$ cat src/rtl/eggtimer_ctrl.sv
// Egg timer mode controller: button edge detection, hold-to-repeat set pulses,
// IDLE/PROG/LOAD/RUN/PAUSE/DONE sequencing and LED drive.
module eggtimer_ctrl #(
  parameter int REPEAT_DELAY  = 2,
  parameter int ALARM_SECONDS = 10
) (
  input  logic       clk,
  input  logic       reset,
  input  logic       pulse_300ms,
  input  logic       pulse_1s,
  input  logic       cooktime_req,
  input  logic       start_req,
  input  logic       seconds_req,
  input  logic       minutes_req,
  input  logic       timer_en,
  input  logic       timer_done,
  output logic       increment_seconds,
  output logic       increment_minutes,
  output logic       prog_mode,
  output logic       load_timer,
  output logic       main_timer_enable,
  output logic       timer_enabled_led,
  output logic       timer_on_led,
  output logic       alarm_led,
  output logic [2:0] dbg_state
);

  localparam int RW = (REPEAT_DELAY  < 2) ? 1 : $clog2(REPEAT_DELAY + 1);
  localparam int AW = (ALARM_SECONDS < 2) ? 1 : $clog2(ALARM_SECONDS + 1);

  typedef enum logic [2:0] {
    S_IDLE  = 3'd0,
    S_PROG  = 3'd1,
    S_LOAD  = 3'd2,
    S_RUN   = 3'd3,
    S_PAUSE = 3'd4,
    S_DONE  = 3'd5
  } state_t;

  state_t        r_state;
  state_t        w_nxt;
  logic          r_en_meta;
  logic          r_en_sync;
  logic          r_ck_d;
  logic          r_st_d;
  logic          r_sc_d;
  logic          r_mn_d;
  logic          r_sec_arm;
  logic          r_min_arm;
  logic [RW-1:0] r_sec_cnt;
  logic [RW-1:0] r_min_cnt;
  logic [AW-1:0] r_alarm_cnt;
  logic          w_ck_edge;
  logic          w_st_edge;
  logic          w_sc_edge;
  logic          w_mn_edge;
  logic          w_alarm_last;
  logic          w_stay_prog;

  assign w_ck_edge    = cooktime_req & ~r_ck_d;
  assign w_st_edge    = start_req    & ~r_st_d;
  assign w_sc_edge    = seconds_req  & ~r_sc_d;
  assign w_mn_edge    = minutes_req  & ~r_mn_d;
  assign w_alarm_last = pulse_1s && (r_alarm_cnt == AW'(ALARM_SECONDS - 1));
  assign w_stay_prog  = (r_state == S_PROG) && (w_nxt == S_PROG);

  assign timer_enabled_led = r_en_sync;
  assign dbg_state         = r_state;

  always_ff @(posedge clk or negedge reset) begin
    if (!reset) begin
      r_en_meta <= 1'b0;
      r_en_sync <= 1'b0;
      r_ck_d    <= 1'b0;
      r_st_d    <= 1'b0;
      r_sc_d    <= 1'b0;
      r_mn_d    <= 1'b0;
    end else begin
      r_en_meta <= timer_en;
      r_en_sync <= r_en_meta;
      r_ck_d    <= cooktime_req;
      r_st_d    <= start_req;
      r_sc_d    <= seconds_req;
      r_mn_d    <= minutes_req;
    end
  end

  // A low synchronised enable overrides every transition below.
  always_comb begin
    w_nxt = r_state;
    if (!r_en_sync) begin
      w_nxt = S_IDLE;
    end else begin
      case (r_state)
        S_IDLE:  if (w_ck_edge) w_nxt = S_PROG;
        S_PROG:  begin
          if (w_st_edge)      w_nxt = S_LOAD;
          else if (w_ck_edge) w_nxt = S_IDLE;
        end
        S_LOAD:  w_nxt = S_RUN;
        S_RUN:   begin
          if (timer_done)     w_nxt = S_DONE;
          else if (w_st_edge) w_nxt = S_PAUSE;
          else if (w_ck_edge) w_nxt = S_PROG;
        end
        S_PAUSE: begin
          if (w_st_edge)      w_nxt = S_RUN;
          else if (w_ck_edge) w_nxt = S_PROG;
        end
        S_DONE:  begin
          if (w_st_edge || w_ck_edge) w_nxt = S_IDLE;
          else if (w_alarm_last)      w_nxt = S_IDLE;
        end
        default: w_nxt = S_IDLE;
      endcase
    end
  end

  always_ff @(posedge clk or negedge reset) begin
    if (!reset) begin
      r_state           <= S_IDLE;
      r_alarm_cnt       <= '0;
      prog_mode         <= 1'b0;
      load_timer        <= 1'b0;
      main_timer_enable <= 1'b0;
      timer_on_led      <= 1'b0;
      alarm_led         <= 1'b0;
    end else begin
      r_state           <= w_nxt;
      prog_mode         <= (w_nxt == S_PROG);
      load_timer        <= (w_nxt == S_LOAD);
      main_timer_enable <= (w_nxt == S_RUN);
      timer_on_led      <= (w_nxt == S_RUN) || (w_nxt == S_PAUSE);
      if (w_nxt == S_DONE) begin
        if ((r_state == S_DONE) && pulse_1s) begin
          r_alarm_cnt <= r_alarm_cnt + AW'(1);
          alarm_led   <= ~alarm_led;
        end
      end else begin
        r_alarm_cnt <= '0;
        alarm_led   <= 1'b0;
      end
    end
  end

  // Repeat only follows a press that started inside PROG (arm flag), so a button
  // still held when PROG is re-entered stays silent until released.
  always_ff @(posedge clk or negedge reset) begin
    if (!reset) begin
      increment_seconds <= 1'b0;
      increment_minutes <= 1'b0;
      r_sec_arm         <= 1'b0;
      r_min_arm         <= 1'b0;
      r_sec_cnt         <= '0;
      r_min_cnt         <= '0;
    end else begin
      increment_seconds <= 1'b0;
      increment_minutes <= 1'b0;
      if (!w_stay_prog) begin
        r_sec_arm <= 1'b0;
        r_min_arm <= 1'b0;
        r_sec_cnt <= '0;
        r_min_cnt <= '0;
      end else begin
        if (!seconds_req) begin
          r_sec_arm <= 1'b0;
          r_sec_cnt <= '0;
        end else if (w_sc_edge) begin
          increment_seconds <= 1'b1;
          r_sec_arm         <= 1'b1;
          r_sec_cnt         <= '0;
        end else if (r_sec_arm && pulse_300ms) begin
          if (r_sec_cnt == RW'(REPEAT_DELAY)) increment_seconds <= 1'b1;
          else                                r_sec_cnt <= r_sec_cnt + RW'(1);
        end

        if (!minutes_req) begin
          r_min_arm <= 1'b0;
          r_min_cnt <= '0;
        end else if (!seconds_req) begin
          if (w_mn_edge) begin
            increment_minutes <= 1'b1;
            r_min_arm         <= 1'b1;
            r_min_cnt         <= '0;
          end else if (r_min_arm && pulse_300ms) begin
            if (r_min_cnt == RW'(REPEAT_DELAY)) increment_minutes <= 1'b1;
            else                                r_min_cnt <= r_min_cnt + RW'(1);
          end
        end
      end
    end
  end

endmodule

$ cat config.mk
export PLATFORM = sky130hd
export DESIGN_NAME = eggtimer_ctrl
export DESIGN_NICKNAME = d
export VERILOG_FILES = /design/src/rtl/eggtimer_ctrl.sv
export SDC_FILE = /design/constraint.sdc
export NUM_CORES = 1
export LEC_CHECK = 0
export BUFFER_PORTS_ARGS = -buffer_cell sky130_fd_sc_hd__buf_4
export CORE_ASPECT_RATIO = 0.9
export CORE_MARGIN = 3
export CORE_UTILIZATION = 58
export CTS_BUF_LIST = sky130_fd_sc_hd__clkbuf_4 sky130_fd_sc_hd__clkbuf_8 sky130_fd_sc_hd__clkbuf_16
export CTS_CLUSTER_SIZE = 8
export DETAILED_ROUTE_END_ITERATION = 7
export PLACE_DENSITY = 0.91
export SYNTH_ARGS = -nofsm -noshare
export SYNTH_HDL_FRONTEND = slang
export SYNTH_SLANG_ARGS = --single-unit
export TNS_END_PERCENT = 5
$ cat constraint.sdc
create_clock -name clk -period 3.7 [get_ports clk]
set_input_delay 0.185 -clock clk [delete_from_list [all_inputs] [get_ports clk]]
set_output_delay 0.185 -clock clk [all_outputs]
set_load 0.02 [all_outputs]
## Word-level counts from Yosys, hierarchy flattened

Index checks and enable logic that the tools add are counted.

- Flip-flop bits (word level): 26

- $add $sub $neg: 3
- Equal/unequal tests: 21
- Multiplexer cells: 43
- Bitwise logic cells: 9
- Reduce and logical (&&, ||, !) cells: 11

Operator list:

| operator | number |
|---|---|
| 2-to-1 mux 3 bit | 9 |
| 2-to-1 mux 2 bit | 11 |
| 2-to-1 mux 1 bit | 20 |
| case mux 3 bit (6 select lines) | 1 |
| equality test 3 x 2 -> 1 bit (second input constant) | 4 |
| equality test 3 bit (second input constant) | 4 |
| != test 3 bit (second input constant) | 3 |
| 2-to-1 mux 4 bit | 2 |
| != test 4 x 3 -> 1 bit (second input constant) | 2 |
| != test 4 bit (second input constant) | 2 |
| equality test 3 x 1 -> 1 bit (second input constant) | 2 |
| logical AND 1 bit | 5 |
| inverter 1 bit | 5 |
| adder 2 x 1 -> 2 bit (second input constant) | 2 |
| adder 4 x 1 -> 4 bit (second input constant) | 1 |
| AND 1 bit | 4 |
| equality test 2 bit (second input constant) | 2 |
| equality test 4 bit (second input constant) | 1 |
| AND reduction 2 bit | 2 |
| zero test 3 bit | 1 |
| AND reduction 3 bit | 1 |
| logical OR 1 bit | 2 |
| != test 2 x 1 -> 1 bit (second input constant) | 1 |

## Longest topological paths before layout

- Depth in word-level cells: 11
- Depth in mapped cells: 7
- Mapped depth without buffers: 7

## Least setup slack after synthesis

No wires, ideal clock.

- Path type: register to register
- Start: register r_state[0] (netlist: dbg_state[0])
- End: register r_sec_cnt[1]
- Library setup time: 0.120 ns
- Arrival time: 1.604 ns
- Data required time: 3.580 ns
- Slack: 1.975 ns
- Stages on the path, launching flop included: 7
- Clock period less this slack: 1.725 ns
- Path through: dfrtp_1 > buf_6 > nor2b_2 > nor3b_1 > a221o_2 > and3_1 > and4_1

- Longest elaborated chain between the ends: 9
- Elaborated cells on any way between the ends: 22
- Those cells by class: 8 x eq/ne; 11 x mux; 3 x reduce/logical

Ends and longest elaborated chain:

| what | line | source |
|---|---|---|
| from (decl) | 40 | `state_t r_state;` |
| from (signal assigned) | 129 | `r_state <= w_nxt;` |
| 2-to-1 mux 3 bit | 95, 104, 108 |  |
| 2-to-1 mux 3 bit | 103 | `else if (w_st_edge) w_nxt = S_PAUSE;` |
| 2-to-1 mux 3 bit | 102 | `if (timer_done) w_nxt = S_DONE;` |
| case mux 3 bit (6 select lines) | 94 | `case (r_state)` |
| 2-to-1 mux 3 bit | 91 | `if (!r_en_sync) begin` |
| equality test 3 x 1 -> 1 bit | 65 | `assign w_stay_prog = (r_state == S_PROG) && (w_nxt == S_PROG);` |
| logical AND 1 bit (*) | 65 |  |
| != test 4 bit (no line) or != test 4 x 3 -> 1 bit (tied branches) | n/a |  |
| AND reduction 2 bit (no line) | n/a |  |
| to (signal assigned) | 174 | `else r_sec_cnt <= r_sec_cnt + RW'(1);` |
| to (decl) | 50 | `logic [RW-1:0] r_sec_cnt;` |

Mark *: on every way between the ends. The rest lies on a longest branch, timed or not.
A chain may end at the register's enable or synchronous reset.

## Worst setup path after layout

- Start: register r_alarm_cnt[1]
- End: register r_sec_cnt[1]

- Longest elaborated chain between the ends: 10
- Elaborated cells on any way between the ends: 12
- Those cells by class: 4 x eq/ne; 5 x mux; 3 x reduce/logical

Ends and longest elaborated chain:

| what | line | source |
|---|---|---|
| from (decl) | 52 | `logic [AW-1:0] r_alarm_cnt;` |
| from (signal assigned) | 136 | `r_alarm_cnt <= r_alarm_cnt + AW'(1);` |
| equality test 4 bit (*) | 64 | `assign w_alarm_last = pulse_1s && (r_alarm_cnt == AW'(ALARM_SECONDS - 1));` |
| logical AND 1 bit (*) | 64 |  |
| 2-to-1 mux 3 bit (*) | 112 | `else if (w_alarm_last) w_nxt = S_IDLE;` |
| 2-to-1 mux 3 bit (*) | 111 | `if (w_st_edge \|\| w_ck_edge) w_nxt = S_IDLE;` |
| case mux 3 bit (6 select lines) (*) | 94 |  |
| 2-to-1 mux 3 bit (*) | 91 |  |
| equality test 3 x 1 -> 1 bit (*) | 65 |  |
| logical AND 1 bit (*) | 65 |  |
| != test 4 bit (no line) or != test 4 x 3 -> 1 bit (tied branches) | n/a |  |
| AND reduction 2 bit (no line) | n/a |  |

Marked as above.

==> PnR_summary.wiki <==
{| class="wikitable"
! Metric !! Value
|-
| Status || finished clean
|-
| Initial antenna violation count || 0
|-
| Total power per unit cell area || 339 mW/mm^2
|-
| Nets in the synthesized netlist || 130
|-
| Inserted Clock Buffers || 3
|-
| Mean instance size in the synthesized netlist || 10.5 sq um
|-
| Initial Utilization || between 60% and 70%
|-
| Number of global-route vias before repair || between 800 and 900
|-
| Relative area change from synthesis to final layout || 18.7%
|-
| Internal cell power || roughly 0.38 mW
|-
| Final total power || around 0.49 mW
|-
| CP startpoint kind || register
|-
| NetSw || 0.113 mW
|-
| Number of vias after detailed routing || ~900
|-
| Finished Layout Cells || roughly 160
|-
| Largest net degree at the start of global routing || 27
|-
| Number of top-level pins || 21
|-
| Sw Share || a little under a quarter
|-
| Leakage component of the power || roughly 0.68 nW
|-
| Worst Hold End || r_sc_d
|-
| Share of total power in combinational logic || 11.8%
|-
| Critical path class || reg2reg
|-
| Fraction of final layout cells with drive strength greater than 1 || a little over a fifth
|-
| Number of max-slew violations in the final report || 0
|-
| Clock network latency to the later pin of the worst-skew pair || 0.31 ns
|-
| Count of maximum capacitance violations || 0
|-
| Worst setup EP type || register
|-
| Hold Path Stages || 1
|-
| CTS Root Buffer Type || sky130_fd_sc_hd__clkbuf_4
|-
| Starting DRT DRC Count || 20
|-
| Crit Path Max Fanout || 8
|-
| RR Startpoint || r_alarm_cnt[1]
|-
| Clock Pin Slew Worst Setup and Hold Paths || 0.12 ns
|-
| Final hold violations || 0
|-
| RSZ-0062 raised after global routing || false
|-
| Detailed-placement wirelength estimate || 1.68 mm
|-
| Number of buffers between clock root and the deepest sink || 2
|-
| CP Data Arrival Time || approximately 2 ns
|-
| Total negative slack || 0 ns
|-
| Post-route minimum period || about 1.8 ns
|-
| Worst hold path type || in2reg
|-
| Synthesized instance count || about 120
|-
| DR WL/cell || roughly 14 um
|-
| Total standard cell area after synthesis || between 0.001 and 0.0015 sq mm
|-
| Ant. Diodes || 0
|-
| Count of buffers added by post-CTS timing repair for setup || 0
|-
| Sequential group share of total power || 60.9%
|-
| Number of synthesis warnings || 0
|-
| Most common library cell in the layout ignoring fill and taps || sky130_fd_sc_hd__dfrtp_1
|-
| FFs w/ async S/R, synth || 100%
|-
| Design Area, Final || 0.00145 sq mm
|-
| Clock Power Share || 27.4%
|-
| Skew final || 0.00208 ns
|-
| Number of nets in the finished design || about 150
|-
| Vert. Die Dim || 49.6 um
|-
| Fmax achieved || roughly 0.55 GHz
|-
| Required @ worst endpoint || 3.92 ns
|-
| Buffers on Ports || 20
|-
| Flip-flop and latch count after synthesis || 26
|-
| Floorplan core area || roughly 0.0020 sq mm
|-
| Number of iterations in the first detailed-routing pass || 4
|-
| Worst rel slew slack || around three quarters
|-
| Wire length of the first global-routing pass || 3.75 mm
|-
| Utilization of the core after routing || 74.4%
|-
| Max IR drop VDD || 291 uV
|-
| Post-detailed-route count of antenna-violating nets || 0
|-
| X dimension of the die || between 50 and 60 um
|-
| CTS H-Tree Depth || 1
|-
| Capturing point of the worst reg2reg path || r_sec_cnt[1]
|-
| Total wirelength of the detailed-routed design || between 2 and 2.5 mm
|-
| Reg2reg setup slack || ~1.9 ns
|-
| Number of sinks handled by clock tree synthesis || 26
|-
| Row Count || 15
|-
| Seq/Total Area, Yosys || between 50% and 60%
|-
| Remaining Overflow, GRT || 0
|-
| Floorplan die area || ~0.0027 sq mm
|-
| Routability congestion estimate from global placement || just over 0.8
|-
| Post-synthesis cell type count || 40
|-
| Number of enable flip-flop cells after synthesis || 0
|-
| Critical hold path startpoint || seconds_req
|-
| Dpl cells || ~160
|-
| Global-route usage over all layers || about a fifth
|-
| Final setup vio count || 0
|-
| TritonCTS clock tree || yes
|-
| Most frequent cells in the layout || 26 x sky130_fd_sc_hd__dfrtp_1, 20 x sky130_fd_sc_hd__buf_4, 15 x sky130_fd_sc_hd__nor2_1, 8 x sky130_fd_sc_hd__nand2_1, 6 x sky130_fd_sc_hd__inv_1
|-
| Tightest Pin Transition || roughly 0.35 ns
|-
| Post-detailed-placement cell area || 0.00137 sq mm
|-
| # DRC || 0
|-
| Final clock period utilization by the worst path || between 40% and 50%
|-
| Worst reg2reg path depth || 7
|-
| Most frequently used flop master after synthesis || sky130_fd_sc_hd__dfrtp_1
|-
| Ratio of routed vias to standard cells || about 5.6
|}
==> flip-flops by register name, indices dropped and copies added (netlist names) <==
name	flops
r_sc_d	1
increment_minutes	1
r_sec_arm	1
r_min_cnt	2
alarm_led	1
r_st_d	1
prog_mode	1
increment_seconds	1
r_mn_d	1
r_min_arm	1
main_timer_enable	1
dbg_state	3
r_ck_d	1
r_alarm_cnt	4
load_timer	1
timer_on_led	1
timer_enabled_led	1
r_en_meta	1
r_sec_cnt	2
==> how the worst max path moves through the flow <==
stage,start,end,cells after the start
floorplan,dbg_state[0],r_sec_cnt[1],6
detailed placement,dbg_state[0],increment_minutes,5
global route,dbg_state[0],increment_minutes,5
CTS,r_alarm_cnt[1],r_sec_cnt[1],7
finish,r_alarm_cnt[1],r_sec_cnt[1],7
global placement,r_alarm_cnt[1],r_sec_cnt[1],7
==> synthesized netlist by cell type, types with 3 or more instances <==
| cell | count | area (sq um) |
|---|---|---|
| sky130_fd_sc_hd__clkbuf_1 | 3 | 11.3 |
| sky130_fd_sc_hd__ha_1 | 4 | 50.1 |
| sky130_fd_sc_hd__inv_1 | 6 | 22.5 |
| sky130_fd_sc_hd__and2_1 | 3 | 18.8 |
| sky130_fd_sc_hd__nand3_1 | 5 | 25.0 |
| sky130_fd_sc_hd__a21oi_1 | 4 | 20.0 |
| sky130_fd_sc_hd__nand2_1 | 8 | 30.0 |
| sky130_fd_sc_hd__xnor2_1 | 3 | 26.3 |
| sky130_fd_sc_hd__and3_1 | 3 | 18.8 |
| sky130_fd_sc_hd__nor2b_1 | 3 | 18.8 |
| sky130_fd_sc_hd__nor2_1 | 15 | 56.3 |
| sky130_fd_sc_hd__dfrtp_1 | 26 | 651 |
==> critical path, stage by stage (launching register included) <==
cell and delay (ns):
sky130_fd_sc_hd__dfrtp_1 0.42, sky130_fd_sc_hd__inv_1 0.09, sky130_fd_sc_hd__ha_1 0.13, sky130_fd_sc_hd__and4b_1 0.22, sky130_fd_sc_hd__nand2_1 0.07, sky130_fd_sc_hd__a221o_2 0.44
sky130_fd_sc_hd__and3_1 0.19, sky130_fd_sc_hd__and4_1 0.18
==> cells by family (layout without fill, tap and decap cells) <==
logic type,Yosys count,after routing,share of synthesized area (%)
adder cells (fa/ha/maj),4,4,4.09
XOR/XNOR,5,5,3.58
multiplexers,1,1,0.921
buffers and inverters,12,35,5.01
AO/OA/AOI/OAI,19,19,11.5
AND/OR/NAND/NOR,49,49,21.7
flip-flops,26,26,53.2
==> per-stage QoR <==
stage / hold slack (ns) / setup WS [ns]
2_1_floorplan: -0.111 / 1.98
3_3_place_gp: 0.0997 / 1.96
3_5_place_dp: 0.100 / 1.90
4_1_cts: 0.0306 / 1.87
5_1_grt: 0.0102 / 1.66
6_report: 0.0366 / 1.88
==> power groups by stage <==
stage	sequential (mW)	combinational, mW	clock, mW
detailed placement	0.305	0.0540	0
global placement	0.304	0.0523	0
floorplan	0.307	0.0278	0
finish	0.299	0.0578	0.135
CTS	0.299	0.0583	0.141
global route	0.301	0.0641	0.153
==> routing by layer <==
layer / wire, um / up-vias / part of all wire [%] / global-route usage (%)
met1: 943 / 437 / 42 / 24.3
met4: 26 / 0 / 1.2 / 4.15
li1: - / 451 / - / -
met3: 136 / 5 / 6.1 / 6.34
met2: 1130 / 25 / 50 / 31.1
met5: 0 / - / 0 / 0
==> timing repair <==
item / 4_1_cts / 5_1_grt
hold buffers: 5 / 0
endpoints found under the hold margin: 30 / 0
resized for setup: 0 / 0
==> layout make-up <==
type | count | area [sq um]
clock buffers | 4 | 36.3
fillers | 151 | 500
inverters | 6 | 22.5
multi-input cells | 78 | 510
flip-flops and latches | 26 | 651
well taps | 25 | 31.3
repair buffers | 25 | 200
Power figures use the tool's default switching activity.
